===== src/rtl/ram_bist_rw.sv =====
// rtl/ram_bist_rw.sv - write-all/read-all self-checking exerciser around an inferred single-port RAM
// Optional build macro: RAM_BIST_FAULT_INJ_EN (corrupts bit 0 of the last word written in pass 0)
module ram_bist_rw #(
  parameter int                DATA_W     = 8,
  parameter int                ADDR_W     = 5,
  parameter int                NUM_PASSES = 1,
  parameter logic [DATA_W-1:0] SEED       = '0
) (
  input  logic              sys_clk,
  input  logic              sys_rst,
  input  logic              start,
  output logic              busy,
  output logic              done,
  output logic              err,
  output logic [15:0]       err_cnt,
  output logic [ADDR_W-1:0] first_err_addr,
  output logic [15:0]       pass_cnt
);

  localparam int                DEPTH     = 2 ** ADDR_W;
  localparam logic [ADDR_W-1:0] LAST_ADDR = {ADDR_W{1'b1}};

  typedef enum logic [2:0] {
    S_IDLE,
    S_WRITE,
    S_READ,
    S_FLUSH,
    S_NEXT,
    S_DONE
  } state_t;

  state_t state;
  state_t state_nxt;

  logic [ADDR_W-1:0] addr;
  logic [15:0]       pass_idx;
  logic              ram_en;
  logic              ram_we;
  logic              start_acc;
  logic              last_pass;
  logic [DATA_W-1:0] wr_pat;
  logic [DATA_W-1:0] wdata;
  logic [DATA_W-1:0] rd_data;
  logic [DATA_W-1:0] exp_data;
  logic              rd_vld;
  logic [ADDR_W-1:0] cmp_addr;
  logic              mismatch;

  logic [DATA_W-1:0] mem [DEPTH];

  // Pattern is address + seed + pass, wrapped to the word width by truncating casts.
  function automatic logic [DATA_W-1:0] pattern(input logic [ADDR_W-1:0] a,
                                                input logic [15:0]       p);
    return DATA_W'(a) + SEED + DATA_W'(p);
  endfunction

  assign wr_pat   = pattern(addr, pass_idx);
  assign exp_data = pattern(cmp_addr, pass_idx);
  assign mismatch = rd_vld && (rd_data != exp_data);

  // Pass index is only advanced in NEXT, after the final compare of the pass has retired,
  // so the expected value stays aligned with the delayed compare address.
  assign last_pass = ({1'b0, pass_cnt} + 17'd1) == 17'(NUM_PASSES);

`ifdef RAM_BIST_FAULT_INJ_EN
  assign wdata = wr_pat ^ DATA_W'((pass_idx == 16'd0) && (addr == LAST_ADDR));
`else
  assign wdata = wr_pat;
`endif

  // State register; reset aborts any run immediately.
  always_ff @(posedge sys_clk or posedge sys_rst) begin
    if (sys_rst) begin
      state <= S_IDLE;
    end else begin
      state <= state_nxt;
    end
  end

  // Next-state and per-state RAM/handshake controls.
  always_comb begin
    state_nxt = state;
    ram_en    = 1'b0;
    ram_we    = 1'b0;
    busy      = 1'b0;
    done      = 1'b0;
    start_acc = 1'b0;
    case (state)
      S_IDLE: begin
        if (start) begin
          start_acc = 1'b1;
          state_nxt = S_WRITE;
        end
      end
      S_WRITE: begin
        busy   = 1'b1;
        ram_en = 1'b1;
        ram_we = 1'b1;
        if (addr == LAST_ADDR) begin
          state_nxt = S_READ;
        end
      end
      S_READ: begin
        busy   = 1'b1;
        ram_en = 1'b1;
        if (addr == LAST_ADDR) begin
          state_nxt = S_FLUSH;
        end
      end
      S_FLUSH: begin
        busy      = 1'b1;
        state_nxt = S_NEXT;
      end
      S_NEXT: begin
        busy      = 1'b1;
        state_nxt = last_pass ? S_DONE : S_WRITE;
      end
      S_DONE: begin
        done      = 1'b1;
        state_nxt = S_IDLE;
      end
      default: begin
        state_nxt = S_IDLE;
      end
    endcase
  end

  // Address sweeps 0..DEPTH-1 and wraps naturally between WRITE and READ.
  always_ff @(posedge sys_clk or posedge sys_rst) begin
    if (sys_rst) begin
      addr <= '0;
    end else if (start_acc) begin
      addr <= '0;
    end else if (ram_en) begin
      addr <= addr + ADDR_W'(1);
    end
  end

  // Pass bookkeeping: pass_cnt counts completed passes, pass_idx selects the pattern.
  always_ff @(posedge sys_clk or posedge sys_rst) begin
    if (sys_rst) begin
      pass_cnt <= '0;
      pass_idx <= '0;
    end else if (start_acc) begin
      pass_cnt <= '0;
      pass_idx <= '0;
    end else if (state == S_NEXT) begin
      pass_cnt <= pass_cnt + 16'd1;
      if (!last_pass) begin
        pass_idx <= pass_idx + 16'd1;
      end
    end
  end

  // Inferred BRAM: one-cycle read latency, read-first on write, contents never cleared.
  always_ff @(posedge sys_clk) begin
    if (ram_en) begin
      if (ram_we) begin
        mem[addr] <= wdata;
      end
      rd_data <= mem[addr];
    end
  end

  // Delay the read strobe and address by one cycle to line up with rd_data.
  always_ff @(posedge sys_clk or posedge sys_rst) begin
    if (sys_rst) begin
      rd_vld   <= 1'b0;
      cmp_addr <= '0;
    end else begin
      rd_vld   <= (state == S_READ);
      cmp_addr <= addr;
    end
  end

  // Sticky error status, cleared only by reset or an accepted start.
  always_ff @(posedge sys_clk or posedge sys_rst) begin
    if (sys_rst) begin
      err            <= 1'b0;
      err_cnt        <= '0;
      first_err_addr <= '0;
    end else if (start_acc) begin
      err            <= 1'b0;
      err_cnt        <= '0;
      first_err_addr <= '0;
    end else if (mismatch) begin
      err <= 1'b1;
      if (err_cnt != 16'hFFFF) begin
        err_cnt <= err_cnt + 16'd1;
      end
      if (!err) begin
        first_err_addr <= cmp_addr;
      end
    end
  end

endmodule


===== config.mk =====
export PLATFORM = sky130hd
export DESIGN_NAME = ram_bist_rw
export DESIGN_NICKNAME = d
export VERILOG_FILES = /design/src/rtl/ram_bist_rw.sv
export SDC_FILE = /design/constraint.sdc
export NUM_CORES = 1
export LEC_CHECK = 0
export BUFFER_PORTS_ARGS = -buffer_cell sky130_fd_sc_hd__buf_2
export CORE_ASPECT_RATIO = 0.6
export CORE_MARGIN = 2
export CORE_UTILIZATION = 61
export DETAILED_ROUTE_END_ITERATION = 8
export PLACE_DENSITY = 0.8
export SETUP_SLACK_MARGIN = 0.05
export SLEW_MARGIN = 20
export SYNTH_ARGS = -nofsm -noshare
export SYNTH_HDL_FRONTEND = slang
export SYNTH_SLANG_ARGS = --single-unit

===== constraint.sdc =====
create_clock -name sys_clk -period 5.1 [get_ports sys_clk]
set_input_delay 0.765 -clock sys_clk [delete_from_list [all_inputs] [get_ports sys_clk]]
set_output_delay 0.765 -clock sys_clk [all_outputs]
set_load 0.01 [all_outputs]

After elaboration in Yosys (flattened, before gate mapping)
Memories as Yosys holds them, arrays and structs flattened. A register that Yosys moved wholly into a read port is not among the register bits.
Index checks and enable logic that the tools add are counted.
{"block": "totals", "ff_bits": 68, "latch_bits": 0, "ram_bits": 256, "mem_bits_ro": 0, "memories": 1, "in_bits": 3}
{"memory": "mem", "words": 32, "width": 8, "rd": 1, "rd_ports_with_merged_regs": 1, "wr": 1, "line": "49", "source": "logic [DATA_W-1:0] mem [DEPTH];"}
{"block": "classes", "mul": 0, "addsub": 7, "n_shift": 0, "n_bitwise": 0, "div": 0, "n_reduce_logical": 12, "muxes": 29, "n_eq_ne": 14, "n_lt_le_gt_ge": 0}
{"operator": "16-bit two-way mux", "count": 8}
{"operator": "16-bit by 1-bit adder with 16-bit output, second input constant", "count": 3}
{"operator": "5-bit two-way mux", "count": 5}
{"operator": "16-bit by 1-bit adder with 17-bit output, second input constant", "count": 1}
{"operator": "17-bit by 1-bit equality test with 1-bit output, second input constant", "count": 1}
{"operator": "5-bit by 8-bit adder with 8-bit output", "count": 2}
{"operator": "16-bit != test, second input constant", "count": 1}
{"operator": "3-bit one-hot mux with 5 select lines", "count": 1}
{"operator": "3-bit two-way mux", "count": 4}
{"operator": "1-bit two-way mux", "count": 11}
{"operator": "2-bit != test, second input constant", "count": 4}
{"operator": "8-bit != test", "count": 1}
{"operator": "2-bit nonzero test", "count": 4}
{"operator": "3-bit by 2-bit equality test with 1-bit output, second input constant", "count": 2}
{"operator": "3-bit equality test, second input constant", "count": 2}
{"operator": "2-bit AND reduction", "count": 3}
{"operator": "5-bit by 1-bit adder with 5-bit output, second input constant", "count": 1}
{"operator": "5-bit equality test, second input constant", "count": 1}
{"operator": "4-bit OR reduction", "count": 1}
{"operator": "3-bit by 1-bit equality test with 1-bit output, second input constant", "count": 1}
{"operator": "3-bit logical NOT", "count": 1}
{"operator": "3-bit AND reduction", "count": 1}
{"operator": "2-bit by 1-bit != test with 1-bit output, second input constant", "count": 1}
{"operator": "2-bit OR reduction", "count": 1}
{"operator": "1-bit logical AND", "count": 1}

Depth between registers and ports, before layout
Gate-level depths: netlist of the first run.
{"block": "depth", "depth_word": 5, "mapped_depth": 11}

Worst setup path after synthesis of the first run
Ideal clock, no wire load.
{"block": "synth_path", "path_kind": "reg2reg", "from": "register addr[1]", "to": "memory mem[0][4] (data pin)", "stages_incl_launch_ff": 9, "synth_period_minus_slack_ns": 3.279, "arrival_time_ns": 2.908, "required_ns": 4.729, "setup_time_ns": 0.371, "n_path_buf": 2, "slack_ns": 1.821, "cell_sequence": "dfrtp_1 -> buf_1 -> clkbuf_1 -> inv_1 -> fa_1 -> inv_1 -> a21oi_1 -> o21bai_1 -> xor2_1"}
{"block": "synth_between", "elab_chain_cells": 1}
{"element": "from (decl)", "line": "35", "source": "logic [ADDR_W-1:0] addr;"}
{"element": "from (signal assigned)", "line": "135", "source": "addr <= addr + ADDR_W'(1);"}
{"element": "5-bit by 8-bit adder with 8-bit output", "line": "54", "source": "return DATA_W'(a) + SEED + DATA_W'(p);"}
{"element": "named net wdata[4]", "line": "42", "source": "logic [DATA_W-1:0] wdata;"}
{"element": "to (decl)", "line": "49"}
The timed path passes the listed nets, and every way through them passes these cells.

Worst setup path in the final report of the first run
{"block": "layout_path", "from": "register pass_idx[0]", "to": "register err_cnt[15]"}
{"block": "layout_between", "elab_chain_cells": 5}
{"element": "from (decl)", "line": "36", "source": "logic [15:0] pass_idx;"}
{"element": "from (signal assigned)", "line": "150", "source": "pass_idx <= pass_idx + 16'd1;"}
{"element": "5-bit by 8-bit adder with 8-bit output", "line": "54"}
{"element": "8-bit != test", "line": "59", "source": "assign mismatch = rd_vld && (rd_data != exp_data);"}
{"element": "1-bit logical AND", "line": "59"}
{"element": "2-bit nonzero test (no source line)"}
{"element": "2-bit AND reduction (no source line)"}
{"element": "to (signal assigned)", "line": "189", "source": "err_cnt <= err_cnt + 16'd1;"}
{"element": "to (decl)", "line": "15", "source": "output logic [15:0] err_cnt,"}
No other way between the ends.
A chain may end at the register's enable or synchronous reset.

==> results_dict.tcl, run 1 <==
set metrics [dict create \
    status "completed" \
    synth.avg_cell_area_um2 15.84 \
    grt_pass1_wl_um 48200 \
    maxCapViolCount 0 \
    finalPower_mw 4.920 \
    hold_path_class "in2async" \
    drive_above_1_share_pct 20.19 \
    wl_met3_um 3896 \
    postCtsSetupRepairBufs 0 \
    power_frac_seq_pct 57.4 \
    io_buffers 42 \
    yosysTopAreaCell "edfxtp_1" \
    cp.arrival_ns 3.70 \
    stdcell_count 1254 \
    antenna_found_initial 0 \
    p_leak_nw 5.040 \
    fp.dieH_um 121.3 \
    switching_power_uw 966.4 \
    diodes 0 \
    switching_share_pct 19.64 \
    grtUsageTotal_pct 27.30 \
    clock_latency_ns 0.57 \
    slew_headroom_pct 31.62 \
    wl_met1_um 13720 \
    rsz0062_at_grt "false" \
    pwr-share-comb_pct 0.2 \
    drt-total-wl_um 31700 \
    ys.warnings.count 0 \
    grt_max_degree 70 \
    cts_resized 0 \
    cts-buffers-inserted 28 \
    root_buffer "clkbuf_16" \
    tns_ns 0 \
    tightest_slew_ns 1.023 \
    synth_nets 907 \
    place_inst 1202 \
    holdWs_ns 0.4205 \
    wl_per_cell_um 25.28 \
    syn_inst 883 \
    area_growth_pct 10.37 \
    synth_commonest_cells "264 x edfxtp_1, 67 x nor2_1, 64 x mux4_2, 60 x dfrtp_1, 51 x nand2_1" \
    crit_type "reg2reg" \
    cts.sinks 324 \
    ys_types 67 \
    place_congestion 0.8985 \
    startpoint_type "flip-flop" \
    fin_crit_ns 3.261 \
    finClkSkew_ns 0.01843 \
    cts_tree "built" \
    rows 42 \
    die_area_um2 24200 \
    setup.worst_path.end_class "flip-flop" \
    ios 43 \
    dr.pass1.iters 5 \
    grt_pass1_vias 7888 \
    clk_path_buf_depth 3 \
    die_w_um 199.5 \
    synth_enable_flop_cells 264 \
    setup_viol 0 \
    worstPathMaxFanout 31 \
    dp_hpwl_um 20290 \
    synth_top_area_share_pct 56.67 \
    globalRouteOverflowTotal 0 \
    top_layer "met4" \
    via_per_inst 6.616 \
    finalCritPeriodShare_pct 63.93 \
    ys.flop_type "edfxtp_1" \
    pwr-share-clk_pct 42.4 \
    synth-seq-area-share_pct 67.41 \
    hold_buffers 0 \
    synth_seq_cells 324 \
    slew_viol_final 0 \
    wl_met2_um 13580 \
    async_flop_share_pct 18.52 \
    placed_area_um2 14560 \
    layout.nets 948 \
    ant_nets 0 \
    fillers 1481 \
    cp.required_ns 5.54 \
    fmax_mhz 306.7 \
    utilization_pct 69.29 \
    dr_total_vias 8297 \
    internal_power_mw 3.954 \
    post-place-ws_ns 1.785 \
    hold_violations 0 \
    finalInstanceArea_um2 15440 \
    clkTransAtPathRegs_ns 0.08 \
    drcViolationCount 0 \
    synthTopCellsByArea "edfxtp_1 57%, dfrtp_1 11%, mux4_2 10%" \
    core-area_um2 22280 \
    ir_drop_v 0.0002846 \
    timing.final.ws_setup_ns 1.839 \
    synth_area_um2 13990 \
    htree_levels 1 \
    initial_core_util_pct 62.78 \
    power.density_nw_per_um2 318.7 \
    synth_most_common_cell "edfxtp_1" \
    first_iter_violations 1034 \
]
state kept, by name, summed over array words and instances, names as in the netlist:
| name | cells |
|---|---|
| state | 3 |
| rd_data | 8 |
| pass_cnt | 16 |
| addr | 5 |
| pass_idx | 8 |
| first_err_addr | 5 |
| err_cnt | 16 |
| mem | 256 |
| cmp_addr | 5 |
| err | 1 |
| rd_vld | 1 |
power groups by stage:
stage          sequential (mW)  combinational [mW]  clock (mW)
2_1_floorplan             2.88             0.00695           0
3_3_place_gp              2.88              0.0115           0
3_5_place_dp              2.88              0.0115           0
4_1_cts                   2.82              0.0115        2.09
5_1_grt                   2.82              0.0130        2.18
6_report                  2.82              0.0108        2.09
layer usage:
layer / track usage (%) / vias to the layer above
met5: 0 / -
met4: 5.139 / 0
met3: 9.366 / 51
met2: 37.11 / 467
met1: 43.19 / 4208
li1: - / 3571
critical path: stages, from the launching register on:
cell      delay, ns
dfrtp_1        0.46
ha_1           0.26
fa_1           0.43
xnor2_1        0.22
xnor2_1        0.08
nor3_1         0.23
o2111a_1       0.25
and4_1         0.82
o311ai_0       0.27
o41ai_1        0.12
final timing paths:
kind,start,cells after the start,to,slack [ns]
worst min register to register,first_err_addr[2]$_DFFE_PP0P_,2,first_err_addr[2]$_DFFE_PP0P_,0.52
max in group asynchronous,sys_rst,3,addr[0]$_DFFE_PP0P_,4.09
min in group sys_clk,first_err_addr[2]$_DFFE_PP0P_,2,first_err_addr[2]$_DFFE_PP0P_,0.52
worst max register to register,pass_idx[0]$_DFFE_PP0P_,9,err_cnt[15]$_DFFE_PP0P_,1.84
worst min-delay path,sys_rst,3,pass_cnt[7]$_DFFE_PP0P_,0.42
worst max-delay path,pass_idx[0]$_DFFE_PP0P_,9,err_cnt[15]$_DFFE_PP0P_,1.84
cells by family after synthesis:
kind of cell             after synthesis  synth area share (%)
flip-flops                           324                 67.41
AND/OR/NAND/NOR                      242                 9.428
AO/OA/AOI/OAI                        136                 6.539
multiplexers                          79                 11.40
buffers and inverters                 59                 1.860
XOR/XNOR                              22                 1.377
adder cells (fa/ha/maj)               21                 1.986
layout by cell type (no fill, tap or decap), types with 6 or more instances in the layout:
cell type    n
edfxtp_1   264
nor2_1      66
mux4_2      64
dfrtp_1     58
nand2_1     51
buf_2       42
o21ai_0     32
a22oi_1     32
clkbuf_16   29
a21oi_1     24
nand4_1     23
nand3_1     20
ha_1        18
inv_1       14
mux2i_1     12
buf_4       12
xnor2_1     10
clkbuf_1    10
and3_1       9
nand2b_1     9
o31ai_1      8
or3_1        8
or4_1        8
nor3_1       7
o211ai_1     7
xor2_1       6
layout make-up:
class                   count  area (um2)  area share [%]
flip-flops and latches    324        9434           61.11
clock inverters            11       85.08          0.5511
well taps                 308       385.4           2.496
clock buffers              41       790.8           5.122
repair buffers             54       300.3           1.945
multi-input cells         500        4383           28.39
inverters                  16       60.06          0.3890
Note: power is estimated with default switching activity, not from simulation.
==> inputs of run 2 (changes only) <==
Settings changed: ABC_AREA set to 1, CORE_UTILIZATION 61 to 56, PLACE_DENSITY 0.8 to 0.78.
Clock period 5.1 ns to 2.81 ns, I/O delays scaled along.
==> run 2 against run 1 <==
- non-clock buffer count up 49
- highest routed layer unchanged
- via count rose by 24%
- largest power group unchanged
- cell area increased by 5.3%
- area after synthesis grew 2.3%
==> results_dict.tcl, run 2 <==
set metrics [dict create \
    status "completed" \
    grt_pass1_wl_um 53900 \
    cp_slowest_cell "dfrtp_1" \
    utilization_pct 64.62 \
    initial_core_util_pct 56.85 \
    antenna_found_initial 0 \
    root_buffer "clkbuf_16" \
    slew_headroom_pct 22.13 \
    ys_types 37 \
    globalRouteOverflowTotal 0 \
    clkTransAtPathRegs_ns 0.07 \
    synth_seq_cells 324 \
    largest_register "mem" \
    place_congestion 0.9324 \
    final_common_cell "edfxtp_1" \
    finalPower_mw 15.60 \
    cts_tree "built" \
    p_leak_nw 6.405 \
    wl_per_cell_um 20.13 \
    fp.dieH_um 127.8 \
    startpoint_type "flip-flop" \
    rsz0062_at_grt "false" \
    tightest_slew_ns 1.167 \
    first_iter_violations 1317 \
    busiest_layer "met1" \
    io_buffers 42 \
    grt_pass1_vias 9496 \
    grtUsageTotal_pct 26.27 \
    syn_inst 1316 \
    reg_top3 "mem: 256 flops, err_cnt: 16 flops, pass_cnt: 16 flops" \
    drive_above_1_share_pct 13.62 \
    synth_enable_flop_cells 264 \
    die_w_um 210.4 \
    synthTopCellsByArea "edfxtp_1 55%, dfrtp_1 10%, nand2_1 5.7%" \
    dr_total_vias 10300 \
    grt_util_met3_pct 6.541 \
    stdcell_count 1746 \
    place_inst 1691 \
    rows 45 \
    crit_chain "ha_1 > fa_1 > xnor2_1 > xor2_1 > nand3_1 > nor2_1 > nand2_1 > nand3_1 > nand2_1 > nand2_1 > nand2_1" \
    fin_crit_ns 2.532 \
    drcViolationCount 0 \
    ys.warnings.count 0 \
    cp.required_ns 3.26 \
    synth_nets 1340 \
    dp_hpwl_um 22390 \
    ir_drop_v 0.0006409 \
    cts-buffers-inserted 29 \
    layout.nets 1418 \
    drt-total-wl_um 35150 \
    die_area_um2 26890 \
    clock_latency_ns 0.57 \
    cp.arrival_ns 2.98 \
    ys.flop_type "edfxtp_1" \
    maxCapViolCount 0 \
    grt_use_met1_pct 41.91 \
    area_growth_pct 13.67 \
    min_path_cells 3 \
    yosysTopAreaCell "edfxtp_1" \
    synth_area_um2 14310 \
    hold_path_class "in2reg" \
    worst_path_largest_cell_delay_ns 0.45 \
    dr.pass1.iters 6 \
    htree_levels 1 \
    core-area_um2 25170 \
    synth-seq-area-share_pct 65.90 \
    ant_nets 0 \
    tns_ns 0 \
    finalInstanceArea_um2 16260 \
    slew_viol_final 0 \
    finalCritPeriodShare_pct 90.11 \
    setup.worst_path.end_class "flip-flop" \
    power.density_nw_per_um2 959.3 \
    timing.critical_path.mode_cell "nand2_1" \
    placed_area_um2 15260 \
    grt_max_degree 85 \
    met2_usage_pct 36.46 \
    diodes 0 \
    setup_viol 0 \
    synth.avg_cell_area_um2 10.87 \
    finClkSkew_ns 0.01381 \
    ios 43 \
    reg2regPathDepth 11 \
    synth_commonest_cells "264 x edfxtp_1, 218 x nand2_1, 204 x nor2_1, 145 x o21ai_0, 81 x inv_1" \
    synth_most_common_cell "edfxtp_1" \
    layout_common_cells "264 x edfxtp_1, 218 x nand2_1, 204 x nor2_1, 145 x o21ai_0, 79 x inv_1" \
    synth_top_area_share_pct 55.40 \
    clk_path_buf_depth 3 \
    async_flop_share_pct 18.52 \
    fmax_mhz 394.9 \
    cts.sinks 324 \
    worstPathMaxFanout 6 \
    hold_violations 0 \
    largest_reg_flops 256 \
    via_per_inst 5.900 \
    crit_type "reg2reg" \
]
==> run 2: cell type report <==
class | count | area, um2
clock buffer | 35 | 799.5
timing repair buffer | 103 | 745.7
inverter | 87 | 327.8
clock inverter | 19 | 186.4
sequential | 324 | 9434
multi-input combinational | 849 | 4359
fill | 1818 | 8904
tap | 329 | 411.6
==> run 2: path summary, 6_finish.rpt <==
check                                         startpoint                            end  slack, ns
max                              pass_idx[0]$_DFFE_PP0P_  first_err_addr[4]$_DFFE_PP0P_       0.28
min                                                start           state[0]$_DFFE_PP0P_       0.27
max reg2reg                      pass_idx[0]$_DFFE_PP0P_  first_err_addr[4]$_DFFE_PP0P_       0.28
min reg2reg                first_err_addr[3]$_DFFE_PP0P_  first_err_addr[3]$_DFFE_PP0P_       0.52
max in group asynchronous                        sys_rst        pass_idx[6]$_DFFE_PP0P_       1.67
min in group asynchronous                        sys_rst          cmp_addr[3]$_DFF_PP0_       0.52
==> run 2: power by group <==
| group | total (mW) | internal, mW | switching, mW |
|---|---|---|---|
| registers | 6.36 | 6.05 | 0.309 |
| clock network | 4.09 | 2.31 | 1.77 |
| logic | 5.16 | 1.44 | 3.72 |
| total | 15.6 | 9.81 | 5.80 |
==> run 2: worst max-delay path: cells and delay by family, from the launching register on <==
| kind | cells | cell delay, ns |
|---|---|---|
| and+or+nand+nor | 7 | 0.83 |
| xor gates and xnor gates | 2 | 0.43 |
| adders and majority gates | 2 | 0.70 |
| DFF | 1 | 0.45 |
==> run 2: cells by family after synthesis <==
family                     count (synthesis)  share of synthesized area [%]
adders and majority gates                 21                          1.941
AOI/OAI and AO/OA                        247                          9.689
and+or+nand+nor                          548                          16.45
buffers and inverters                    143                          4.005
xor gates and xnor gates                  33                          2.020
DFF                                      324                          65.90
==> run 2: metal layers <==
metal,share of wire (%),wire length (um)
met1,45,15740
met2,42,14840
met3,11,4011
met4,1.6,551
met5,0,0
==> run 2: per-stage QoR <==
stage / hold WS, ns / setup WS, ns
global route: 0.2803 / 0.07491
CTS: 0.2351 / 0.08093
detailed placement: 0.4972 / 0.3184
finish: 0.2677 / 0.2780
floorplan: 0.3749 / -0.008410
global placement: 0.4866 / 0.4582
==> run 2: what timing repair did <==
action                     4_1_cts  5_1_grt
hold buffers                     1        0
buffers inserted                 0        0
hold endpoints to repair        30        0
resized for setup                0        1
setup endpoints to repair        0        1
